<file path="config.mk">
export PLATFORM = sky130hd
export DESIGN_NAME = pong_match_ctrl_flat
export DESIGN_NICKNAME = d
export VERILOG_FILES = /design/src/rtl/pong_pkg.sv /design/src/rtl/pong_match_ctrl_if.sv /design/src/rtl/pong_match_ctrl_btn_edge.sv /design/src/rtl/pong_match_ctrl.sv /design/src/flat_wrapper.sv
export SDC_FILE = /design/constraint.sdc
export NUM_CORES = 1
export LEC_CHECK = 0
export ABC_CLOCK_PERIOD_IN_PS = 1700
export BUFFER_PORTS_ARGS = -buffer_cell sky130_fd_sc_hd__buf_2
export CAP_MARGIN = 0
export CORE_MARGIN = 2
export CORE_UTILIZATION = 50
export CTS_CLUSTER_SIZE = 40
export DETAILED_ROUTE_END_ITERATION = 10
export GPL_TIMING_DRIVEN = 0
export PLACE_DENSITY = 0.7
export SETUP_SLACK_MARGIN = 0.15
export SLEW_MARGIN = 25
export SYNTH_ARGS = -nofsm -noshare
export SYNTH_HDL_FRONTEND = slang
export SYNTH_HIERARCHICAL = 1
export SYNTH_SLANG_ARGS = --single-unit
</file>
<file path="constraint.sdc">
create_clock -name clk -period 1.7 [get_ports clk]
set_input_delay 0.085 -clock clk [delete_from_list [all_inputs] [get_ports clk]]
set_output_delay 0.085 -clock clk [all_outputs]
set_load 0.01 [all_outputs]
</file>
<file path="src/rtl/pong_pkg.sv">
// Shared types and constants for the pong match sequencer: match phases,
// score width, serve-direction encoding and a small constant helper.
package pong_pkg;

   typedef enum logic [2:0] {
      IDLE,
      SERVE,
      PLAY,
      POINT,
      OVER
   } match_state_e;

   localparam int SCORE_W = 4;

   localparam logic DIR_LEFT  = 1'b0;
   localparam logic DIR_RIGHT = 1'b1;

   function automatic int max_int(input int a, input int b);
      return (a > b) ? a : b;
   endfunction

endpackage

</file>
<file path="src/rtl/pong_match_ctrl_if.sv">
// Game-side signals around the match sequencer: frame/serve/miss inputs in,
// paddle/ball/score/game-over controls out.
interface pong_match_ctrl_if;
   import pong_pkg::*;

   logic               frame_tick;
   logic               swserve;
   logic               miss_left;
   logic               miss_right;
   logic               paddle_rst_n;
   logic               ball_run;
   logic               ball_dir;
   logic [SCORE_W-1:0] score_l;
   logic [SCORE_W-1:0] score_r;
   logic               game_over;
   logic               winner;

   // master is the sequencer itself; slave is the surrounding game logic
   modport master (
      input  frame_tick, swserve, miss_left, miss_right,
      output paddle_rst_n, ball_run, ball_dir, score_l, score_r, game_over, winner
   );

   modport slave (
      output frame_tick, swserve, miss_left, miss_right,
      input  paddle_rst_n, ball_run, ball_dir, score_l, score_r, game_over, winner
   );

endinterface

</file>
<file path="src/rtl/pong_match_ctrl_btn_edge.sv">
// btn_edge: two-flop synchroniser plus falling-edge detector for an active-low
// switch; emits a one-clk pulse three clocks after the pin goes low.
module btn_edge (
   input  logic clk,
   input  logic rst_n,
   input  logic sw_n,
   output logic pulse_o
);

   logic sync_q1;
   logic sync_q2;
   logic prev;

   // Flops reset to the released level so a held-high switch never fires
   always_ff @(posedge clk or negedge rst_n) begin
      if (!rst_n) begin
         sync_q1 <= 1'b1;
         sync_q2 <= 1'b1;
         prev    <= 1'b1;
         pulse_o <= 1'b0;
      end else begin
         sync_q1 <= sw_n;
         sync_q2 <= sync_q1;
         prev    <= sync_q2;
         pulse_o <= prev & ~sync_q2;
      end
   end

endmodule

</file>
<file path="src/rtl/pong_match_ctrl.sv">
// Pong match sequencer: idle/serve/play/point/over phases, scores and paddle reset.
// Define PONG_AUTO_SERVE_EN to auto-serve after SERVE_FRAMES frame ticks in SERVE.
module pong_match_ctrl
   import pong_pkg::*;
#(
   parameter int WIN_SCORE    = 9,
   parameter int POINT_FRAMES = 60,
   parameter int SERVE_FRAMES = 120
) (
   input  logic              clk,
   input  logic              rst,
   pong_match_ctrl_if.master bus
);

   localparam int CNT_W = $clog2(max_int(POINT_FRAMES, SERVE_FRAMES) + 1);
   localparam logic [CNT_W-1:0]   POINT_LAST = CNT_W'(POINT_FRAMES - 1);
   localparam logic [SCORE_W-1:0] WIN_T      = SCORE_W'(WIN_SCORE);
`ifdef PONG_AUTO_SERVE_EN
   localparam logic [CNT_W-1:0]   SERVE_LAST = CNT_W'(SERVE_FRAMES - 1);
`endif

   match_state_e       state, state_nxt;
   logic [CNT_W-1:0]   cnt, cnt_nxt;
   logic [SCORE_W-1:0] score_l, score_l_nxt;
   logic [SCORE_W-1:0] score_r, score_r_nxt;
   logic               ball_dir, ball_dir_nxt;
   logic               winner, winner_nxt;
   logic               paddle_rst_n, paddle_rst_n_nxt;
   logic               ball_run, ball_run_nxt;
   logic               game_over, game_over_nxt;
   logic               serve_evt;
   logic               cnt_en;
   logic               last_tick;

   btn_edge u_serve_edge (
      .clk     (clk),
      .rst_n   (rst),
      .sw_n    (bus.swserve),
      .pulse_o (serve_evt)
   );

   always_ff @(posedge clk or negedge rst) begin
      if (!rst) begin
         state        <= IDLE;
         cnt          <= '0;
         score_l      <= '0;
         score_r      <= '0;
         ball_dir     <= DIR_LEFT;
         winner       <= 1'b0;
         paddle_rst_n <= 1'b0;
         ball_run     <= 1'b0;
         game_over    <= 1'b0;
      end else begin
         state        <= state_nxt;
         cnt          <= cnt_nxt;
         score_l      <= score_l_nxt;
         score_r      <= score_r_nxt;
         ball_dir     <= ball_dir_nxt;
         winner       <= winner_nxt;
         paddle_rst_n <= paddle_rst_n_nxt;
         ball_run     <= ball_run_nxt;
         game_over    <= game_over_nxt;
      end
   end

   always_comb begin
      state_nxt = state;
      last_tick = bus.frame_tick && (cnt == POINT_LAST);
      case (state)
         IDLE:  if (serve_evt) state_nxt = SERVE;
         SERVE: begin
            if (serve_evt) state_nxt = PLAY;
`ifdef PONG_AUTO_SERVE_EN
            else if (bus.frame_tick && (cnt == SERVE_LAST)) state_nxt = PLAY;
`endif
         end
         PLAY:  if (bus.miss_left || bus.miss_right) state_nxt = POINT;
         POINT: begin
            if (last_tick) begin
               state_nxt = ((score_l == WIN_T) || (score_r == WIN_T)) ? OVER : SERVE;
            end
         end
         OVER:  if (serve_evt) state_nxt = SERVE;
         default: state_nxt = IDLE;
      endcase
   end

   // Output values are derived from the upcoming state so they land registered with it
   always_comb begin
      score_l_nxt      = score_l;
      score_r_nxt      = score_r;
      ball_dir_nxt     = ball_dir;
      winner_nxt       = winner;
      paddle_rst_n_nxt = (state_nxt == SERVE) || (state_nxt == PLAY);
      ball_run_nxt     = (state_nxt == PLAY);
      game_over_nxt    = (state_nxt == OVER);
`ifdef PONG_AUTO_SERVE_EN
      cnt_en = (state == POINT) || (state == SERVE);
`else
      cnt_en = (state == POINT);
`endif
      if (state_nxt != state)              cnt_nxt = '0;
      else if (cnt_en && bus.frame_tick)   cnt_nxt = cnt + 1'b1;
      else                                 cnt_nxt = cnt;

      case (state)
         IDLE, OVER: begin
            if (state_nxt == SERVE) begin
               score_l_nxt = '0;
               score_r_nxt = '0;
            end
         end
         PLAY: begin
            if (bus.miss_left && !bus.miss_right) begin
               if (score_r < WIN_T) score_r_nxt = score_r + 1'b1;
               ball_dir_nxt = DIR_LEFT;
            end else if (bus.miss_right && !bus.miss_left) begin
               if (score_l < WIN_T) score_l_nxt = score_l + 1'b1;
               ball_dir_nxt = DIR_RIGHT;
            end
         end
         POINT: begin
            if (state_nxt == OVER) winner_nxt = (score_r == WIN_T);
         end
         default: ;
      endcase
   end

   assign bus.score_l      = score_l;
   assign bus.score_r      = score_r;
   assign bus.ball_dir     = ball_dir;
   assign bus.winner       = winner;
   assign bus.paddle_rst_n = paddle_rst_n;
   assign bus.ball_run     = ball_run;
   assign bus.game_over    = game_over;

endmodule

</file>
<file path="src/flat_wrapper.sv">
// flat-port wrapper written by rule: the top's interface ports become plain ports
module pong_match_ctrl_flat import pong_pkg::*;
#(
   parameter int WIN_SCORE    = 9,
   parameter int POINT_FRAMES = 60,
   parameter int SERVE_FRAMES = 120
)
  (clk, rst, bus_frame_tick, bus_swserve, bus_miss_left, bus_miss_right, bus_paddle_rst_n, bus_ball_run, bus_ball_dir, bus_score_l, bus_score_r, bus_game_over, bus_winner);
  pong_match_ctrl_if bus_i ();
  input  logic clk;
  input  logic rst;
  input wire logic [$bits(bus_i.frame_tick)-1:0] bus_frame_tick;
  input wire logic [$bits(bus_i.swserve)-1:0] bus_swserve;
  input wire logic [$bits(bus_i.miss_left)-1:0] bus_miss_left;
  input wire logic [$bits(bus_i.miss_right)-1:0] bus_miss_right;
  output wire logic [$bits(bus_i.paddle_rst_n)-1:0] bus_paddle_rst_n;
  output wire logic [$bits(bus_i.ball_run)-1:0] bus_ball_run;
  output wire logic [$bits(bus_i.ball_dir)-1:0] bus_ball_dir;
  output wire logic [$bits(bus_i.score_l)-1:0] bus_score_l;
  output wire logic [$bits(bus_i.score_r)-1:0] bus_score_r;
  output wire logic [$bits(bus_i.game_over)-1:0] bus_game_over;
  output wire logic [$bits(bus_i.winner)-1:0] bus_winner;
  assign bus_i.frame_tick = bus_frame_tick;
  assign bus_i.swserve = bus_swserve;
  assign bus_i.miss_left = bus_miss_left;
  assign bus_i.miss_right = bus_miss_right;
  assign bus_paddle_rst_n = bus_i.paddle_rst_n;
  assign bus_ball_run = bus_i.ball_run;
  assign bus_ball_dir = bus_i.ball_dir;
  assign bus_score_l = bus_i.score_l;
  assign bus_score_r = bus_i.score_r;
  assign bus_game_over = bus_i.game_over;
  assign bus_winner = bus_i.winner;
  pong_match_ctrl #(.WIN_SCORE(WIN_SCORE), .POINT_FRAMES(POINT_FRAMES), .SERVE_FRAMES(SERVE_FRAMES)) u_core (.clk(clk), .rst(rst), .bus(bus_i));
endmodule
</file>
**Word level (Yosys, flattened, before mapping)**

Index checks and enable logic that the tools add are counted.

- Add/subtract/negate cells: 3
- Order comparisons: 2
- Equal/unequal tests: 17
- Mux-type cells: 18
- Bitwise operators: 2
- Reductions and logical operators: 18

Operators by type and width:

| cell | number |
|---|---|
| $mux 4 | 6 |
| $pmux 4 s2 | 2 |
| $mux 3 | 5 |
| $mux 7 | 2 |
| $pmux 3 s4 | 1 |
| $ne 2x1->1 const B | 5 |
| $eq 3x2->1 const B | 3 |
| $add 4x1->4 const B | 2 |
| $eq 4x4->1 const B | 2 |
| $lt 4x4->1 const B | 2 |
| $add 7x1->7 const B | 1 |
| $eq 7x6->1 const B | 1 |
| $eq 3x1->1 const B | 2 |
| $eq 3x3->1 const B | 2 |
| $reduce_bool 2->1 | 3 |
| $reduce_and 5->1 | 1 |
| $logic_and 1x1->1 | 4 |
| $reduce_and 2->1 | 2 |
| $reduce_and 4->1 | 1 |
| $logic_not 3->1 | 1 |
| $logic_or 1x1->1 | 3 |
| $ne 3x3->1 | 1 |
| $logic_not 1->1 | 2 |
| $mux 1 | 2 |
| 4 further kinds | 4 |

- Flip-flop bits (word level): 27
- Input port bits: 6
- Output and inout port bits: 13

**Logic depth before layout (Yosys ltp)**

- Word-level depth: 8
- Depth in mapped cells: 6
- Depth with buffers taken out: 6

**Hierarchy**

The synthesis kept the hierarchy.

Modules (own cells, without submodules):

| module | times used | cells an instance | area each (µm²) | seq. area each (µm²) |
|---|---|---|---|---|
| pong_match_ctrl | 1 | 133 | 1390.1 | 575.6 |
| btn_edge | 1 | 5 | 117.6 | 103.8 |

**Worst setup path before layout**

Ideal clock, no wire load.

- Kind: register to register
- Start point: reg u_core.score_l[0], in the netlist u_core/bus.score_l[0]
- End point: reg u_core.score_l[2], in the netlist u_core/bus.score_l[2]
- Arrival: 1.396 ns
- Path slack: 0.177 ns
- Stages on the path, launching flop included: 7
- Buffers on the path: 0
- Cell sequence: dfrtp_1 > inv_1 > ha_1 > nand2b_1 > a2111oi_4 > or3_1 > nand3_1

- Word-level cells in the longest chain between the ends: 8
- Elaborated cells on any way between the ends: 15
- Classes of those cells: add/sub: 1; order compare: 1; eq/ne: 4; mux: 7; reduce/logical: 2

RTL lines:

| item | line | text |
|---|---|---|
| start: declaration | pong_match_ctrl.sv:24 | `logic [SCORE_W-1:0] score_l, score_l_nxt;` |
| start signal: assignment | pong_match_ctrl.sv:56 | `score_l <= score_l_nxt;` |
| $eq 4x4->1 | pong_match_ctrl.sv:80 | `state_nxt = ((score_l == WIN_T) \|\| (score_r == WIN_T)) ? OVER : SERVE;` |
| $logic_or 1x1->1 | pong_match_ctrl.sv:80 |  |
| $mux 3 | pong_match_ctrl.sv:80 |  |
| $mux 3 | pong_match_ctrl.sv:79 | `if (last_tick) begin` |
| $pmux 3 s4 | pong_match_ctrl.sv:69 | `case (state)` |
| $eq 3x1->1 | pong_match_ctrl.sv:108 | `if (state_nxt == SERVE) begin` |
| $ne 2x1->1 (no line) | n/a |  |
| $reduce_and 5->1 (no line) | n/a |  |

Several ways; a longest one is shown, not always the timed one. The select of a mux whose other input is x is not followed.
A chain may end at the register's enable or synchronous reset.

**Worst setup path in the final report**

Ends and elaborated chain as after synthesis.

==> impl_metrics.env <==
export IMPL_r2r_start="u_core/bus.score_l[0]"
export IMPL_r2r_end="u_core/bus.score_l[2]"
export IMPL_worst_slew_pin_slew_ns=0.594
export IMPL_place_gp_congestion=0.830
export IMPL_drtAntennaViolNets=0
export IMPL_synth_cell_types=42
export IMPL_drtPass1Iterations=7
export IMPL_worstRegToRegCells=6
export IMPL_drt_iter0_markers=36
export IMPL_max_slew_margin_pct=60.4
export IMPL_row_count=19
export IMPL_dp_cells=187
export IMPL_finalNonFillerCells=207
export IMPL_gr_max_usage_layer="met2"
export IMPL_clock_latency_ns=0.34
export IMPL_grt_usage_pct=18.6
export IMPL_grt_first_pass_wirelength_um=4820
export IMPL_clockBufferDepth=2
export IMPL_swShare_pct=37.8
export IMPL_timing_final_ws_setup_ns=0.0343
export IMPL_cts_sinks=27
export IMPL_regToRegSetupSlack_ns=0.03
export IMPL_cts_reportedPaths_clkPinSlew_ns=0.15
export IMPL_powerDensity_mw_per_mm2=1070
export IMPL_synth_edf_count=0
export IMPL_core_area_mm2=0.00281
export IMPL_cts_tree="built"
export IMPL_synth_seq_area_share_pct=45.1
export IMPL_drive_above_1_share_pct=40.3
export IMPL_end_kind="flop"
export IMPL_post_place_ws_ns=-0.0114
export IMPL_vias_per_cell=5.60
export IMPL_diodes=0
export IMPL_vias=1159
export IMPL_crit_fanout=7
export IMPL_finalPower_mw=2.03
export IMPL_synth_async_reset_ratio_pct=100
export IMPL_first_global_vias=1085
export IMPL_violations="design-rule violations"
export IMPL_fp_dieH_um=58.9
export IMPL_internal_power_mw=1.26
export IMPL_gr_total_overflow=0
export IMPL_holdCritStartpoint="bus_frame_tick"
export IMPL_status="finished with violations"
export IMPL_initial_core_util_pct=53.7
export IMPL_design_area_mm2=0.00189
export IMPL_antenna_found_initial=0
export IMPL_yosys_warnings=6
export IMPL_wl_per_cell_um=14.8
export IMPL_ys_ff_latch=27
export IMPL_p_leak_nw=0.808
export IMPL_syn_nets=154
export IMPL_grt_max_degree=28
export IMPL_ios=19
export IMPL_worstPathRequired_ns=1.94
export IMPL_comb_power_share_pct=40.8
export IMPL_min_to="u_core/cnt[1]"
export IMPL_grt_use_met1_pct=23.2
export IMPL_finalClockSkew_ns=0.0130
export IMPL_nets=193
export IMPL_postPlaceCellArea_mm2=0.00164
export IMPL_whs_path_depth=4
export IMPL_drcViolationCount=1
export IMPL_synth_area_mm2=0.00151
export IMPL_met3_usage_pct=5.27
export IMPL_syn2layout_area_growth_pct=25.3
export IMPL_ctsHtreeMaxLevel=1
export IMPL_ys_flop_type="dfrtp_1"
export IMPL_cap_violations=0
export IMPL_hold_violations=0
export IMPL_hold_class="in2reg"
export IMPL_dp_hpwl_um=2010
export IMPL_fp_dieW_um=58.9
export IMPL_crit_type="reg2reg"
export IMPL_fin_crit_sh_pct=98.0
export IMPL_met2_usage_pct=30.3
export IMPL_power_switching_mw=0.767
export IMPL_seq_power_share_pct=45.2
export IMPL_critical_path_arrival_ns=1.91
export IMPL_drt_wl_total_um=3070
export IMPL_cts_made_buffers=3
export IMPL_syn_area_per_cell_um2=10.9
export IMPL_clkPwrFrac_pct=13.9
export IMPL_slew_viol_final=0
export IMPL_root_buffer="clkbuf_4"
export IMPL_syn_inst=138
export IMPL_max_freq_ghz=0.600
export IMPL_finalSetupViolCount=0
export IMPL_crit_path_start_kind="flop"
export IMPL_numPortBuffers=18
export IMPL_die_area_mm2=0.00347
export IMPL_period_needed_ns=1.67
export IMPL_rsz0062_at_grt="yes"
export IMPL_peakVddDrop_v=0.000739
[flip-flops by register name, indices dropped and copies added (netlist names)]
name and cells:
u_core/bus.paddle_rst_n 1, u_core/bus.ball_dir 1, u_core/u_serve_edge/sync_q2 1, u_core/u_serve_edge/sync_q1 1, u_core/u_serve_edge/pulse_o 1, u_core/state 3
u_core/bus.winner 1, u_core/u_serve_edge/prev 1, u_core/bus.ball_run 1, u_core/cnt 7, u_core/bus.game_over 1, u_core/bus.score_r 4
u_core/bus.score_l 4
[power by group through the flow]
stage / clock network (mW) / registers [mW] / logic [mW]
after global placement: 0 / 0.927 / 0.656
final: 0.283 / 0.919 / 0.829
after global routing: 0.317 / 0.935 / 0.922
after CTS: 0.300 / 0.906 / 0.792
after floorplan: 0 / 0.924 / 0.511
after detailed placement: 0 / 0.929 / 0.686
[metrics by stage]
step	hold WS (ns)	util [%]	setup TNS, ns
floorplan	-0.211	-	0
global placement	0.123	58.3	0
detailed placement	0.123	58.3	-0.0114
CTS	0.185	63.1	0
global route	0.232	67.4	-0.0429
finish	0.220	67.4	0
[kinds of logic (layout without fill, tap and decap cells)]
family / Yosys count / in the layout / share of synthesized area [%]
buffers and inverters: 15 / 53 / 4.73
multiplexers: 2 / 2 / 1.33
AO/OA/AOI/OAI: 28 / 28 / 16.6
flip-flops: 27 / 27 / 45.1
XOR/XNOR: 7 / 7 / 4.07
AND/OR/NAND/NOR: 49 / 49 / 19.9
adder cells (fa/ha/maj): 10 / 10 / 8.30
[worst max-delay path: stages, from the launching register on]
cell and delay [ns]:
dfrtp_2 0.49, inv_1 0.14, ha_4 0.16, nand2b_4 0.06, a2111oi_4 0.49, or3_1 0.18, nand3_1 0.06
[how the worst max path moves through the flow]
stage	startpoint	end	slack, ns	depth (start not counted)
4_1_cts	u_core/bus.score_r[1]	u_core/bus.winner	0.09	5
6_report	u_core/bus.score_l[0]	u_core/bus.score_l[2]	0.03	6
3_5_place_dp	u_core/bus.score_r[1]	u_core/bus.paddle_rst_n	-0.01	6
2_1_floorplan	u_core/bus.score_l[0]	u_core/bus.score_l[2]	0.18	6
5_1_grt	u_core/bus.score_l[0]	u_core/bus.score_l[2]	-0.04	6
3_3_place_gp	u_core/bus.score_r[1]	u_core/bus.paddle_rst_n	0.07	6
[synth_stat cells, types with 2 or more instances]
| master | number | area [µm²] |
|---|---|---|
| o21ai_0 | 5 | 25.0 |
| nand2_1 | 11 | 41.3 |
| nand3_1 | 4 | 20.0 |
| a31o_2 | 2 | 17.5 |
| o2111ai_1 | 2 | 17.5 |
| a2111oi_4 | 2 | 55.1 |
| nand2b_1 | 5 | 31.3 |
| dfrtp_1 | 24 | 601 |
| mux2i_1 | 2 | 20.0 |
| buf_2 | 3 | 15.0 |
| nand4_1 | 3 | 18.8 |
| inv_1 | 9 | 33.8 |
| a21oi_1 | 4 | 20.0 |
| nand3b_1 | 6 | 45.0 |
| nor2b_1 | 4 | 25.0 |
| nor3_1 | 2 | 10.0 |
| ha_1 | 10 | 125 |
| xor2_1 | 4 | 35.0 |
| o21a_1 | 2 | 15.0 |
| nor2_1 | 7 | 26.3 |
| dfstp_2 | 3 | 78.8 |
| a21oi_2 | 2 | 17.5 |
| xnor2_1 | 3 | 26.3 |
[area by class of cell]
cell class                 instances  area, µm²
buffer                             5       33.8
clock buffer                       3       22.5
clock inverter                     1       7.51
fill                             208        916
inverter                          10       37.5
multi-input combinational         96        845
sequential                        27        682
tap                               31       38.8
timing repair buffer              34        223
[cell usage in the layout, fill, tap and decap left out, types with 3 or more instances in the layout]
master     n
inv_1      7
nand2_1   11
nand3_1    3
a21oi_1    4
xor2_1     4
o21ai_0    3
xnor2_1    3
nor2_1     7
nand4_1    3
buf_4     13
clkbuf_4   3
ha_4       3
dfrtp_1   22
nor2b_1    3
buf_6      3
ha_1       5
inv_2      3
buf_2     21
nand2b_1   4
nand3b_1   6
dfstp_2    3
[metal layers]
metal	share of wire (%)	up-vias
met5	0	-
met2	48	18
met1	46	567
met3	3.8	7
li1	-	567
met4	2.2	0
[repair_timing]
item | 4_1_cts | 5_1_grt
buffers inserted | 8 | 6
pin swaps | 5 | 13
endpoints found under the setup margin | 18 | 19
hold endpoints to repair | 25 | 0
hold buffers | 2 | 0
resized for setup | 7 | 17
Note: power is estimated with default switching activity, not from simulation.
